--- src/rtl/lr35902_oam_scan_pkg.sv ---
// Constants and types shared by the mode-2 object search and the pixel fetcher.
// Includes the scan state encoding, the buffer entry layout and the line hit test.
package lr35902_oam_scan_pkg;

  localparam int OAM_ENTRIES = 40;
  localparam int OBJ_MAX     = 10;
  localparam int OBJ_H_SHORT = 8;
  localparam int OBJ_H_TALL  = 16;
  localparam int Y_OFFSET    = 16;

  typedef enum logic [1:0] {
    SCAN_IDLE = 2'd0,
    SCAN_RD_Y = 2'd1,
    SCAN_RD_X = 2'd2,
    SCAN_LAST = 2'd3
  } scan_state_t;

  typedef struct packed {
    logic [5:0] index;
    logic [7:0] x;
    logic [3:0] row;
  } obj_entry_t;

  // A Y above ly+16 wraps to a large 9-bit value, so it never passes the height test.
  function automatic logic [8:0] obj_line_offset(input logic [7:0] ly, input logic [7:0] y);
    return {1'b0, ly} + 9'(Y_OFFSET) - {1'b0, y};
  endfunction

  function automatic logic obj_line_hit(input logic [8:0] d, input logic tall);
    logic hit;
    if (tall) begin
      hit = (d < 9'(OBJ_H_TALL));
    end else begin
      hit = (d < 9'(OBJ_H_SHORT));
    end
    return hit;
  endfunction

endpackage

--- src/rtl/lr35902_obj_buf.sv ---
// Line object buffer: append-only register file with a fill count and asynchronous read.
// Writes beyond DEPTH entries are dropped; clr empties the buffer for a new line.
module lr35902_obj_buf
  import lr35902_oam_scan_pkg::*;
#(
  parameter int DEPTH = OBJ_MAX
) (
  input  logic        clk,
  input  logic        reset,
  input  logic        clr,
  input  logic        wr_en,
  input  logic [17:0] wr_data,
  input  logic [3:0]  rd_sel,
  output logic [3:0]  count,
  output logic [17:0] rd_data
);

  logic [3:0]  count_r;
  logic [17:0] mem_r [DEPTH];
  logic        full_s;

  assign full_s = (count_r >= 4'(DEPTH));

  // Fill count: cleared by reset or clr, advanced on each accepted write.
  always_ff @(posedge clk or negedge reset) begin
    if (!reset) begin
      count_r <= 4'd0;
    end else if (clr) begin
      count_r <= 4'd0;
    end else if (wr_en && !full_s) begin
      count_r <= count_r + 4'd1;
    end
  end

  // Entry storage: contents are only meaningful below count, so no reset is needed.
  always_ff @(posedge clk) begin
    if (wr_en && !clr && !full_s) begin
      mem_r[count_r] <= wr_data;
    end
  end

  assign count   = count_r;
  assign rd_data = (rd_sel < 4'(DEPTH)) ? mem_r[rd_sel] : 18'd0;

endmodule

--- src/rtl/lr35902_oam_scan.sv ---
// PPU mode-2 object search: reads Y then X of every OAM entry (2 clk per entry) and
// latches the first OBJ_MAX objects that cover the sampled line into lr35902_obj_buf.
module lr35902_oam_scan
  import lr35902_oam_scan_pkg::*;
(
  input  logic       clk,
  input  logic       reset,
  input  logic       start,
  input  logic [7:0] ly,
  input  logic       obj_tall,
  input  logic       dma_active,
  output logic [7:0] oam_adr,
  output logic       oam_read,
  input  logic [7:0] oam_din,
  output logic       busy,
  output logic       done,
  output logic [3:0] obj_count,
  input  logic [3:0] obj_sel,
  output logic [5:0] obj_index,
  output logic [7:0] obj_x,
  output logic [3:0] obj_row
);

  scan_state_t state_r, state_s;
  logic [5:0]  idx_r, idx_s;
  logic [7:0]  adr_s;
  logic        read_s;
  logic [7:0]  oam_adr_r;
  logic        oam_read_r, busy_r, done_r;
  logic [7:0]  ly_r, y_r;
  logic        tall_r, y_bad_r;
  logic [5:0]  y_idx_r;
  logic [7:0]  data_s;
  logic [8:0]  offset_s;
  logic        eval_s, hit_s;
  obj_entry_t  wr_entry_s, rd_entry_s;

  // Sequencer next state and next read address; start overrides everything.
  always_comb begin
    state_s = state_r;
    idx_s   = idx_r;
    adr_s   = 8'd0;
    read_s  = 1'b0;
    if (start) begin
      state_s = SCAN_RD_Y;
      idx_s   = 6'd0;
    end else begin
      case (state_r)
        SCAN_IDLE: state_s = SCAN_IDLE;
        SCAN_RD_Y: state_s = SCAN_RD_X;
        SCAN_RD_X: begin
          if (idx_r == 6'(OAM_ENTRIES - 1)) begin
            state_s = SCAN_LAST;
          end else begin
            state_s = SCAN_RD_Y;
            idx_s   = idx_r + 6'd1;
          end
        end
        SCAN_LAST: state_s = SCAN_IDLE;
        default:   state_s = SCAN_IDLE;
      endcase
    end
    case (state_s)
      SCAN_RD_Y: begin
        adr_s  = {idx_s, 2'b00};
        read_s = 1'b1;
      end
      SCAN_RD_X: begin
        adr_s  = {idx_s, 2'b01};
        read_s = 1'b1;
      end
      default: begin
        adr_s  = 8'd0;
        read_s = 1'b0;
      end
    endcase
  end

  // Sequencer state and registered OAM/handshake outputs.
  always_ff @(posedge clk or negedge reset) begin
    if (!reset) begin
      state_r    <= SCAN_IDLE;
      idx_r      <= 6'd0;
      oam_adr_r  <= 8'd0;
      oam_read_r <= 1'b0;
      busy_r     <= 1'b0;
      done_r     <= 1'b0;
    end else begin
      state_r    <= state_s;
      idx_r      <= idx_s;
      oam_adr_r  <= adr_s;
      oam_read_r <= read_s;
      busy_r     <= (state_s != SCAN_IDLE);
      done_r     <= (state_s == SCAN_LAST);
    end
  end

  // Line parameters are frozen at start; Y (and whether DMA hid it) is held for the X cycle.
  always_ff @(posedge clk or negedge reset) begin
    if (!reset) begin
      ly_r    <= 8'd0;
      tall_r  <= 1'b0;
      y_r     <= 8'd0;
      y_bad_r <= 1'b0;
      y_idx_r <= 6'd0;
    end else if (start) begin
      ly_r   <= ly;
      tall_r <= obj_tall;
    end else if (state_r == SCAN_RD_X) begin
      y_r     <= data_s;
      y_bad_r <= dma_active;
      y_idx_r <= idx_r;
    end
  end

  // X of the previous entry arrives in RD_Y (i>0) and in LAST; that is when the entry is judged.
  assign data_s   = dma_active ? 8'hFF : oam_din;
  assign eval_s   = ((state_r == SCAN_RD_Y) && (idx_r != 6'd0)) || (state_r == SCAN_LAST);
  assign offset_s = obj_line_offset(ly_r, y_r);
  assign hit_s    = eval_s && !start && !y_bad_r && !dma_active && obj_line_hit(offset_s, tall_r);

  assign wr_entry_s = '{index: y_idx_r, x: data_s, row: offset_s[3:0]};

  lr35902_obj_buf #(
    .DEPTH (OBJ_MAX)
  ) u_obj_buf (
    .clk     (clk),
    .reset   (reset),
    .clr     (start),
    .wr_en   (hit_s),
    .wr_data (wr_entry_s),
    .rd_sel  (obj_sel),
    .count   (obj_count),
    .rd_data (rd_entry_s)
  );

  assign oam_adr   = oam_adr_r;
  assign oam_read  = oam_read_r;
  assign busy      = busy_r;
  assign done      = done_r;
  assign obj_index = rd_entry_s.index;
  assign obj_x     = rd_entry_s.x;
  assign obj_row   = rd_entry_s.row;

endmodule

--- config.mk ---
export PLATFORM = sky130hd
export DESIGN_NAME = lr35902_oam_scan
export DESIGN_NICKNAME = d
export VERILOG_FILES = /design/src/rtl/lr35902_oam_scan_pkg.sv /design/src/rtl/lr35902_obj_buf.sv /design/src/rtl/lr35902_oam_scan.sv
export SDC_FILE = /design/constraint.sdc
export NUM_CORES = 1
export LEC_CHECK = 0
export CAP_MARGIN = 20
export CORE_MARGIN = 8
export CORE_UTILIZATION = 39
export DETAILED_ROUTE_END_ITERATION = 10
export PLACE_DENSITY = 0.58
export SYNTH_ARGS = -nofsm -noshare
export SYNTH_HDL_FRONTEND = slang
export SYNTH_SLANG_ARGS = --single-unit
--- constraint.sdc ---
create_clock -name clk -period 4.85 [get_ports clk]
set_input_delay 0.7275 -clock clk [delete_from_list [all_inputs] [get_ports clk]]
set_output_delay 0.7275 -clock clk [all_outputs]
set_load 0.01 [all_outputs]
==> metrics.cfg, run 1 <==
[power_and_ir_drop]
p_clk_share_pct=40.1
peakVddDrop_mv=0.321
cellPowerDensity_nw_per_um2=425
p_sw_uw=1100
leakagePower_uw=0.00408
switching_share_pct=23.1
seqPwrFrac_pct=47.5
p_int_uw=3660
p_comb_share_pct=12.4

[grt]
grt_pass1_wl_um=30900
grt_pass1_vias=5374
groute.usage.overall_pct=13.8
antenna_found_initial=0
grt_start_max_net_pins=47
grt-ovfl-total=0

[synth]
synthArstFlopShare_pct=20.4
syn_area_um2=9370
synth_seq_cells=226
synth-seq-area-share_pct=69.9
synth_edf_count=180
synth_nets=625
avgSynthCellArea_um2=16.4
synth_ff_type=edfxtp_1
synthDistinctLibCells=49
netlist_instances=570
ys_warn_count=0

[worst_setup_path]
worst-path-max-fanout=18
critical_path.max_stage_delay_ns=0.70
crit_top_cell=ha_1
path_cells=ha_1 -> ha_1 -> fa_1 -> xor2_1 -> a21oi_2 -> nand4_1 -> a211oi_2 -> nor4b_4 -> buf_4
startpoint_type=register
end_kind=register
crit_type=register to register
worst_path_max_delay_cell=a211oi_2
arrival_ns=4.02
worstPathRequired_ns=5.02
r2r_cells=9

[drt]
drtAntennaViolNets=0
drt_iter0_drc=337
vias_per_cell=5.05
routed_wl_um=19800
firstDrtPassIters=5
routedWlPerCell_um=20.2
drc_errors=0
vias=4964

[clock_tree]
root_buffer=clkbuf_16
clkSinkCount=226
post_cts_buffers=0
clkTransAtPathRegs_ns=0.06
holdBufCountCts=0
clk_latency_ns=0.52
numCtsBuffers=25
cts_tree=done
clock_path_buffers=3
htree_levels=1
cts_resized=0

[finish]
layout_commonest_cell=edfxtp_1
layout_common_cells=edfxtp_1, clkdlybuf4s50_1, dfrtp_1, nor2_1, mux4_2
syn2layout_area_growth_pct=19.5
drive_gt1_share_pct=15.5
instances_no_fill=983
final_area_um2=11200
layout.nets=700

[min_path]
hold_path.class=primary input to async pin

[timing]
fin_crit_ns=3.85
max_clock_freq_ghz=0.260
setup_ws_ns=0.999
hold_viol=0
setup_violations=0
relSlewSlack_pct=39.0
fin_crit_sh_pct=79.4
finalSetupTns_ns=0
clock_skew_ns=0.0200
maxSlewViolCount=0
rsz0062_at_grt=false
tightest_slew_ns=0.915

[place]
dpl_cell_area_um2=10300
gp_congestion=0.801
port-buffer-count=56
placedCellCount=936
dp_hpwl_um=12700
dp_slack_ns=0.990

[floorplanning]
design.portCount=58
die_h_um=171
coreArea_um2=23500
dieArea_um2=29300
die_x_um=171
start_util_pct=39.8
std_cell_rows=56

[outcome]
status=finished clean

[run]
cap_violations=0

synthesized netlist by cell type (3+ instances only):
cell      number  area [um2]
and3_1         8        50.1
and4b_1        3        30.0
mux2i_1       20         200
dfrtp_1       46        1150
inv_1         25        93.8
nor2_1        36         135
nor3_1         6        30.0
mux4_2        36         811
o21ai_1       24         120
nand4_1        4        25.0
nand2_1       13        48.8
clkbuf_1      17        63.8
a21oi_1       32         160
ha_1          29         363
o21ai_0        3        15.0
or2_1          8        50.1
nand3_1       20         100
edfxtp_1     180        5410
buf_2          7        35.0
inv_2          3        11.3
mux2_1        14         158
worst max-delay path: cells and delay by family (launching register included):
family / cells / cell delay (ns)
AO/OA/AOI/OAI: 2 / 0.98
adder cells (fa/ha/maj): 3 / 0.97
AND/OR/NAND/NOR: 2 / 0.50
flip-flops: 1 / 0.38
buffers and inverters: 1 / 0.38
XOR/XNOR: 1 / 0.29
logic make-up (layout without fill, tap and decap cells):
kind of cell / count (synthesis) / count (layout) / share of synthesized area [%]
DFF: 226 / 226 / 69.9
and+or+nand+nor: 113 / 113 / 6.34
AOI/OAI and AO/OA: 71 / 71 / 4.30
muxes: 70 / 70 / 12.5
buffers and inverters: 55 / 148 / 2.46
adders and majority gates: 30 / 30 / 4.08
xor gates and xnor gates: 4 / 4 / 0.374
other: 1 / 2 / 0.0400
per-stage QoR:
stage	hold slack [ns]	utilization (%)	power, uW
2_1_floorplan	0.432	-	2680
3_5_place_dp	0.473	43.9	2890
5_1_grt	0.0608	47.6	4960
4_1_cts	0.440	47.5	4810
3_3_place_gp	0.468	43.9	2870
6_report	0.0657	47.6	4760
flip-flops by register name (all words and copies together), names as in the netlist, 2 cells and up:
| name | flops |
|---|---|
| idx_r | 6 |
| ly_r | 8 |
| oam_adr | 7 |
| state_r | 2 |
| u_obj_buf.count | 4 |
| u_obj_buf.mem_r | 180 |
| y_idx_r | 6 |
| y_r | 8 |
layout make-up:
type	count	area, um2
antenna	1	2.50
clock buffer	33	676
clock inverter	12	168
fill	2045	12300
inverter	28	105
multi-input combinational	289	2590
sequential	226	6560
tap	319	399
timing repair buffer	75	708
metal layers:
metal,vias up,share of wire (%),GRT usage [%],wire length [um]
li1,2339,-,-,-
met2,109,47,22.6,9320
met5,-,0,0,0
met1,2486,46,18.7,9110
met3,30,4.9,2.56,967
met4,0,2.3,3.78,451
worst paths after layout:
kind,start,endpoint,slack (ns)
max in group asynchronous,reset,y_r[0],4.32
min in group clk,y_bad_r,y_bad_r,0.49
min reg2reg,y_bad_r,y_bad_r,0.49
min,reset,oam_adr[7],0.07
max reg2reg,ly_r[1],u_obj_buf.mem_r[3][11],1.0
max,ly_r[1],u_obj_buf.mem_r[3][11],1.0
power by group through the flow:
stage | Sequential, uW | Clock, uW | Combinational, uW
after CTS | 2260 | 1950 | 594
after global routing | 2270 | 2030 | 660
after detailed placement | 2300 | 0 | 589
final | 2260 | 1910 | 591
after floorplan | 2290 | 0 | 387
after global placement | 2300 | 0 | 569
Note: power is estimated with default switching activity, not from simulation.
==> inputs of run 2 (changes only) <==
clock period = 3.9 ns   (was 4.85 ns; I/O delays follow)
==> run 2 against run 1 <==
Count of clock-buffer cells in the layout decreased by 2. Highest routed layer unchanged. Sequential share of layout area increased by 0.32 points. Clock skew is 0.0031 ns lower. Cell area shrank 0.54%.
==> metrics.cfg, run 2 (synthesis results as in run 1) <==
[grt]
grt_pass1_wl_um=31100  ; was 30,900 um
grt-ovfl-total=0  ; unchanged
grt_start_max_net_pins=47  ; unchanged
groute.usage.overall_pct=13.9  ; was 13.8%
grt_pass1_vias=5363  ; was 5,374
antenna_found_initial=1  ; was 0

[worst_setup_path]
crit_type=primary input to output port  ; was register to register
crit_top_cell=clkdlybuf4s50_1  ; was ha_1
worstPathRequired_ns=3.31  ; was 5.02 ns
critPathBufInv=3  ; was 1
worst-r2r-setup-slack_ns=0.60  ; was 1.0 ns
startpoint_type=primary input  ; was register
path_cells=clkdlybuf4s50_1 -> buf_4 -> mux4_2 -> a21oi_1 -> o21ai_1 -> clkdlybuf4s50_1  ; was ha_1 -> ha_1 -> fa_1 -> xor2_1 -> a21oi_2 -> nand4_1 -> a211oi_2 -> nor4b_4 -> buf_4
end_kind=output port  ; was register
timing.rr.end=u_obj_buf.mem_r[3][11]  ; unchanged
worst-path-max-fanout=36  ; was 18
arrival_ns=2.75  ; was 4.02 ns
r2r_cells=10  ; was 9
r2r_start=ly_r[1]  ; unchanged
critical_path.max_stage_delay_ns=0.60  ; was 0.70 ns
worst_path_max_delay_cell=clkdlybuf4s50_1  ; was a211oi_2
cp_top_family=buffers and inverters  ; was compound AO/OA/AOI/OAI gates

[drt]
firstDrtPassIters=4  ; was 5
drc_errors=0  ; unchanged
drtAntennaViolNets=0  ; unchanged
routedWlPerCell_um=19.9  ; was 20.2 um
drt_iter0_drc=392  ; was 337
vias=4959  ; was 4,964
routed_wl_um=19500  ; was 19,800 um
vias_per_cell=5.06  ; was 5.05

[timing]
setup_violations=0  ; unchanged
hold_viol=0  ; unchanged
finalSetupTns_ns=0  ; unchanged
max_clock_freq_ghz=0.300
fin_crit_sh_pct=85.5
relSlewSlack_pct=45.4  ; was 39.0%
clock_skew_ns=0.0169  ; was 0.0200 ns
tightest_slew_ns=0.817  ; was 0.915 ns
maxSlewViolCount=0  ; unchanged
fin_crit_ns=3.33
rsz0062_at_grt=false  ; unchanged

[clock_tree]
clk_latency_ns=0.52  ; about the same
post_cts_buffers=0  ; unchanged
htree_levels=1  ; unchanged
clkSinkCount=226  ; unchanged
clock_path_buffers=3  ; unchanged
holdBufCountCts=0  ; unchanged
clkTransAtPathRegs_ns=0.05  ; was 0.06 ns
root_buffer=clkbuf_16  ; unchanged
cts_resized=0  ; unchanged
cts_tree=done  ; unchanged
numCtsBuffers=24  ; was 25

[min_path]
hp-start=y_bad_r
hold_path.class=register to register  ; was primary input to async pin
whs_endpoint=y_bad_r
min_path_cells=1

[place]
dpl_cell_area_um2=10400  ; was 10,300 um2
dp_hpwl_um=12000  ; was 12,700 um
placedCellCount=936  ; unchanged
gp_congestion=0.834  ; was 0.801
port-buffer-count=56  ; unchanged

[finish]
layout.nets=700  ; unchanged
reg.largest.list=u_obj_buf.mem_r (180), ly_r (8), y_r (8)  ; unchanged
layout_commonest_cell=edfxtp_1  ; unchanged
syn2layout_area_growth_pct=18.9  ; was 19.5%
final_area_um2=11100  ; was 11,200 um2
ff_latch_area_um2=6560  ; unchanged
antennaDiodeCount=0  ; was 1
multi_input_area_um2=2590  ; unchanged
layout_common_cells=edfxtp_1, clkdlybuf4s50_1, dfrtp_1, nor2_1, mux4_2  ; unchanged
largest_register_ffs=180  ; unchanged
fin_util_pct=47.3  ; was 47.6%
largest-register=u_obj_buf.mem_r  ; unchanged
instances_no_fill=980  ; was 983
drive_gt1_share_pct=15.1  ; was 15.5%
n_fill_cell=2045  ; unchanged

[floorplanning]
die_x_um=171  ; unchanged
design.portCount=58  ; unchanged
std_cell_rows=56  ; unchanged
start_util_pct=39.8  ; unchanged
die_h_um=171  ; unchanged
coreArea_um2=23500  ; unchanged
dieArea_um2=29300  ; unchanged

[power_and_ir_drop]
seqPwrFrac_pct=49.4  ; was 47.5%
p_clk_share_pct=37.7  ; was 40.1%
p_int_uw=4350  ; was 3660 uW
p_comb_share_pct=12.9  ; was 12.4%
leakagePower_uw=0.00405  ; was 0.00408 uW
p_sw_uw=1350  ; was 1100 uW
cellPowerDensity_nw_per_um2=512  ; was 425 nW/um2
switching_share_pct=23.6  ; was 23.1%
peakVddDrop_mv=0.242  ; was 0.321 mV

[run]
cap_violations=0  ; unchanged

[outcome]
status=finished clean  ; unchanged

## run 2: metrics by stage
stage / setup WS, ns / hold WS (ns) / power [uW]
5_1_grt: 0.392 / 0.515 / 5950
2_1_floorplan: 0.590 / 0.289 / 3340
4_1_cts: 0.545 / 0.302 / 5760
3_5_place_dp: 0.552 / 0.477 / 3600
3_3_place_gp: 0.533 / 0.467 / 3570
6_report: 0.567 / 0.483 / 5700
## run 2: cell type report
| class | count | share of cell area, % |
|---|---|---|
| well taps | 319 | 3.58 |
| clock inverters | 11 | 1.02 |
| inverters | 28 | 0.943 |
| flip-flops and latches | 226 | 58.8 |
| repair buffers | 76 | 6.67 |
| multi-input cells | 289 | 23.2 |
| clock buffers | 31 | 5.72 |
## run 2: per-layer routing
| layer | part of all wire (%) | global-route usage, % | vias to the layer above |
|---|---|---|---|
| met3 | 6.1 | 2.49 | 22 |
| li1 | - | - | 2333 |
| met5 | 0 | 0 | - |
| met4 | 1.5 | 3.44 | 0 |
| met2 | 47 | 22.5 | 105 |
| met1 | 45 | 19.1 | 2499 |
## run 2: power by group through the flow
stage | registers, uW | logic, uW | clock network (uW)
6_report | 2820 | 735 | 2150
5_1_grt | 2820 | 827 | 2300
4_1_cts | 2820 | 737 | 2200
3_5_place_dp | 2860 | 732 | 0
3_3_place_gp | 2860 | 703 | 0
2_1_floorplan | 2850 | 482 | 0
## run 2: how the worst max path moves through the flow
stage	startpoint	endpoint	slack (ns)	cells after the start
after floorplan	ly_r[1]	u_obj_buf.mem_r[3][0]	0.59	9
after global placement	obj_sel[1]	obj_x[1]	0.53	6
after detailed placement	obj_sel[1]	obj_x[1]	0.55	6
after CTS	obj_sel[1]	obj_x[1]	0.54	6
after global routing	y_r[1]	u_obj_buf.mem_r[8][12]	0.39	11
final	obj_sel[1]	obj_x[1]	0.57	6
## run 2: worst register-to-register path: stages (launching register included)
cell and delay [ns]:
dfrtp_1 0.38, ha_1 0.31, ha_1 0.25, fa_1 0.40, xor2_1 0.27, a21oi_2 0.22
nand4_1 0.14, a211oi_2 0.23, buf_4 0.21, nor4b_4 0.20, buf_4 0.34
==> inputs of run 3 (changes only) <==
SLEW_MARGIN = 20   (was unset)
==> run 3 against run 2 <==
Power hardly changed. Clock skew hardly changed. Critical path type unchanged. Fmax hardly changed. Die area stayed put. Worst setup slack worse by 0.0011 ns. First-iteration DRC count is 5.6% higher. Highest routed layer unchanged. Via count is 0.40% higher. Core utilization is 0.12 points lower. Routed wire length is 0.58% higher. Combinational power hardly changed. Register-to-register slack hardly changed. Count of clock-buffer cells in the layout stayed put.
==> metrics.cfg, run 3 (synthesis results as in run 1) <==
[outcome]
status=finished clean  ; unchanged

[power_and_ir_drop]
leakagePower_uw=0.00403  ; was 0.00405 uW
switching_share_pct=23.7  ; was 23.6%
p_comb_share_pct=12.8  ; was 12.9%
seqPwrFrac_pct=49.4  ; about the same
cellPowerDensity_nw_per_um2=513  ; was 512 nW/um2
p_clk_share_pct=37.8  ; was 37.7%
p_int_uw=4350  ; about the same
peakVddDrop_mv=0.242  ; about the same
p_sw_uw=1350  ; about the same

[worst_setup_path]
end_kind=output port  ; unchanged
path_cells=clkdlybuf4s50_1 -> buf_4 -> mux4_2 -> a21oi_1 -> o21ai_1 -> clkdlybuf4s50_1  ; unchanged
worstPathRequired_ns=3.31  ; about the same
startpoint_type=primary input  ; unchanged
worst_path_max_delay_cell=clkdlybuf4s50_1  ; unchanged
arrival_ns=2.75  ; about the same
worst-path-max-fanout=36  ; unchanged
crit_top_cell=clkdlybuf4s50_1  ; unchanged
critical_path.max_stage_delay_ns=0.60  ; about the same
crit_type=primary input to output port  ; unchanged

[clock_tree]
clkSinkCount=226  ; unchanged
holdBufCountCts=0  ; unchanged
root_buffer=clkbuf_16  ; unchanged
numCtsBuffers=24  ; unchanged
clk_latency_ns=0.52  ; about the same
post_cts_buffers=0  ; unchanged
clkTransAtPathRegs_ns=0.06  ; was 0.05 ns
clock_path_buffers=3  ; unchanged
cts_tree=done  ; unchanged
cts_resized=0  ; unchanged
htree_levels=1  ; unchanged

[finish]
drive_gt1_share_pct=15.0  ; was 15.1%
antennaDiodeCount=0  ; unchanged
layout.nets=698  ; was 700
reg.largest.list=u_obj_buf.mem_r (180), ly_r (8), y_r (8)  ; unchanged
layout_commonest_cell=edfxtp_1  ; unchanged
n_fill_cell=2047  ; was 2,045
largest-register=u_obj_buf.mem_r  ; unchanged
layout_common_cells=edfxtp_1, clkdlybuf4s50_1, dfrtp_1, nor2_1, mux4_2  ; unchanged
syn2layout_area_growth_pct=18.6  ; was 18.9%
largest_register_ffs=180  ; unchanged
instances_no_fill=978  ; was 980
final_area_um2=11100  ; about the same
fin_util_pct=47.2  ; was 47.3%

[grt]
grt_start_max_net_pins=47  ; unchanged
grt-ovfl-total=0  ; unchanged
grt_pass1_vias=5363  ; unchanged
antenna_found_initial=1  ; unchanged
groute.usage.overall_pct=13.9  ; unchanged
grt_pass1_wl_um=31100  ; unchanged

[floorplanning]
design.portCount=58  ; unchanged
die_h_um=171  ; unchanged
die_x_um=171  ; unchanged
dieArea_um2=29300  ; unchanged
std_cell_rows=56  ; unchanged
start_util_pct=39.8  ; unchanged
coreArea_um2=23500  ; unchanged

[place]
dpl_cell_area_um2=10400  ; unchanged
port-buffer-count=56  ; unchanged
dp_hpwl_um=12000  ; unchanged
placedCellCount=936  ; unchanged
gp_congestion=0.834  ; unchanged

[timing]
fin_crit_sh_pct=85.5  ; about the same
holdWs_ns=0.0842  ; was 0.483 ns
relSlewSlack_pct=45.7  ; was 45.4%
hold_viol=0  ; unchanged
setup_violations=0  ; unchanged
fin_crit_ns=3.33  ; about the same
rsz0062_at_grt=false  ; unchanged
tightest_slew_ns=0.813  ; was 0.817 ns
max_clock_freq_ghz=0.300  ; about the same
clock_skew_ns=0.0167  ; was 0.0169 ns
maxSlewViolCount=0  ; unchanged
finalSetupTns_ns=0  ; unchanged

[drt]
vias_per_cell=5.09  ; was 5.06
drc_errors=0  ; unchanged
routedWlPerCell_um=20.1  ; was 19.9 um
routed_wl_um=19600  ; was 19,500 um
vias=4979  ; was 4,959
drtAntennaViolNets=0  ; unchanged
firstDrtPassIters=4  ; unchanged
drt_iter0_drc=414  ; was 392

[min_path]
hold_path.class=primary input to async pin  ; was register to register

[run]
cap_violations=0  ; unchanged

run 3: stage by stage:
stage	worst slack, ns	power, uW
after global routing	0.392	5950
after CTS	0.545	5760
final	0.566	5700
after global placement	0.533	3570
after detailed placement	0.552	3600
after floorplan	0.590	3340
run 3: worst max-delay path: cells and delay by family:
family | cells | cell delay (ns)
AOI/OAI and AO/OA | 2 | 0.30
muxes | 1 | 0.31
buffers and inverters | 3 | 1.54
run 3: area by class of cell:
| type | instances | area, um2 | area share [%] |
|---|---|---|---|
| multi-input cells | 289 | 2590 | 23.3 |
| well taps | 319 | 399 | 3.59 |
| repair buffers | 74 | 716 | 6.44 |
| inverters | 28 | 105 | 0.946 |
| clock inverters | 11 | 114 | 1.02 |
| flip-flops and latches | 226 | 6560 | 59.0 |
| clock buffers | 31 | 637 | 5.73 |
run 3: path summary, 6_finish.rpt:
| kind | start | to | slack [ns] | cells past startpoint |
|---|---|---|---|---|
| hold / removal | reset | oam_read | 0.08 | 1 |
| setup / recovery | obj_sel[1] | obj_x[1] | 0.57 | 6 |
| setup reg to reg | ly_r[1] | u_obj_buf.mem_r[9][12] | 0.60 | 10 |
| hold reg to reg | y_bad_r | y_bad_r | 0.48 | 1 |
| max in group asynchronous | reset | y_r[0] | 3.42 | 1 |
| min in group clk | y_bad_r | y_bad_r | 0.48 | 1 |
run 3: power by group through the flow:
stage / combinational (uW) / clock (uW) / sequential [uW]
after detailed placement: 732 / 0 / 2860
final: 732 / 2150 / 2820
after floorplan: 482 / 0 / 2850
after CTS: 737 / 2200 / 2820
after global routing: 824 / 2300 / 2820
after global placement: 703 / 0 / 2860
run 3: layer usage:
layer  vias up  GRT usage (%)  wire [um]
met5         -              0          0
met4         0           3.44        288
met3        21           2.49       1050
met2       109           22.5       9180
met1      2518           19.1       9130
li1       2331              -          -
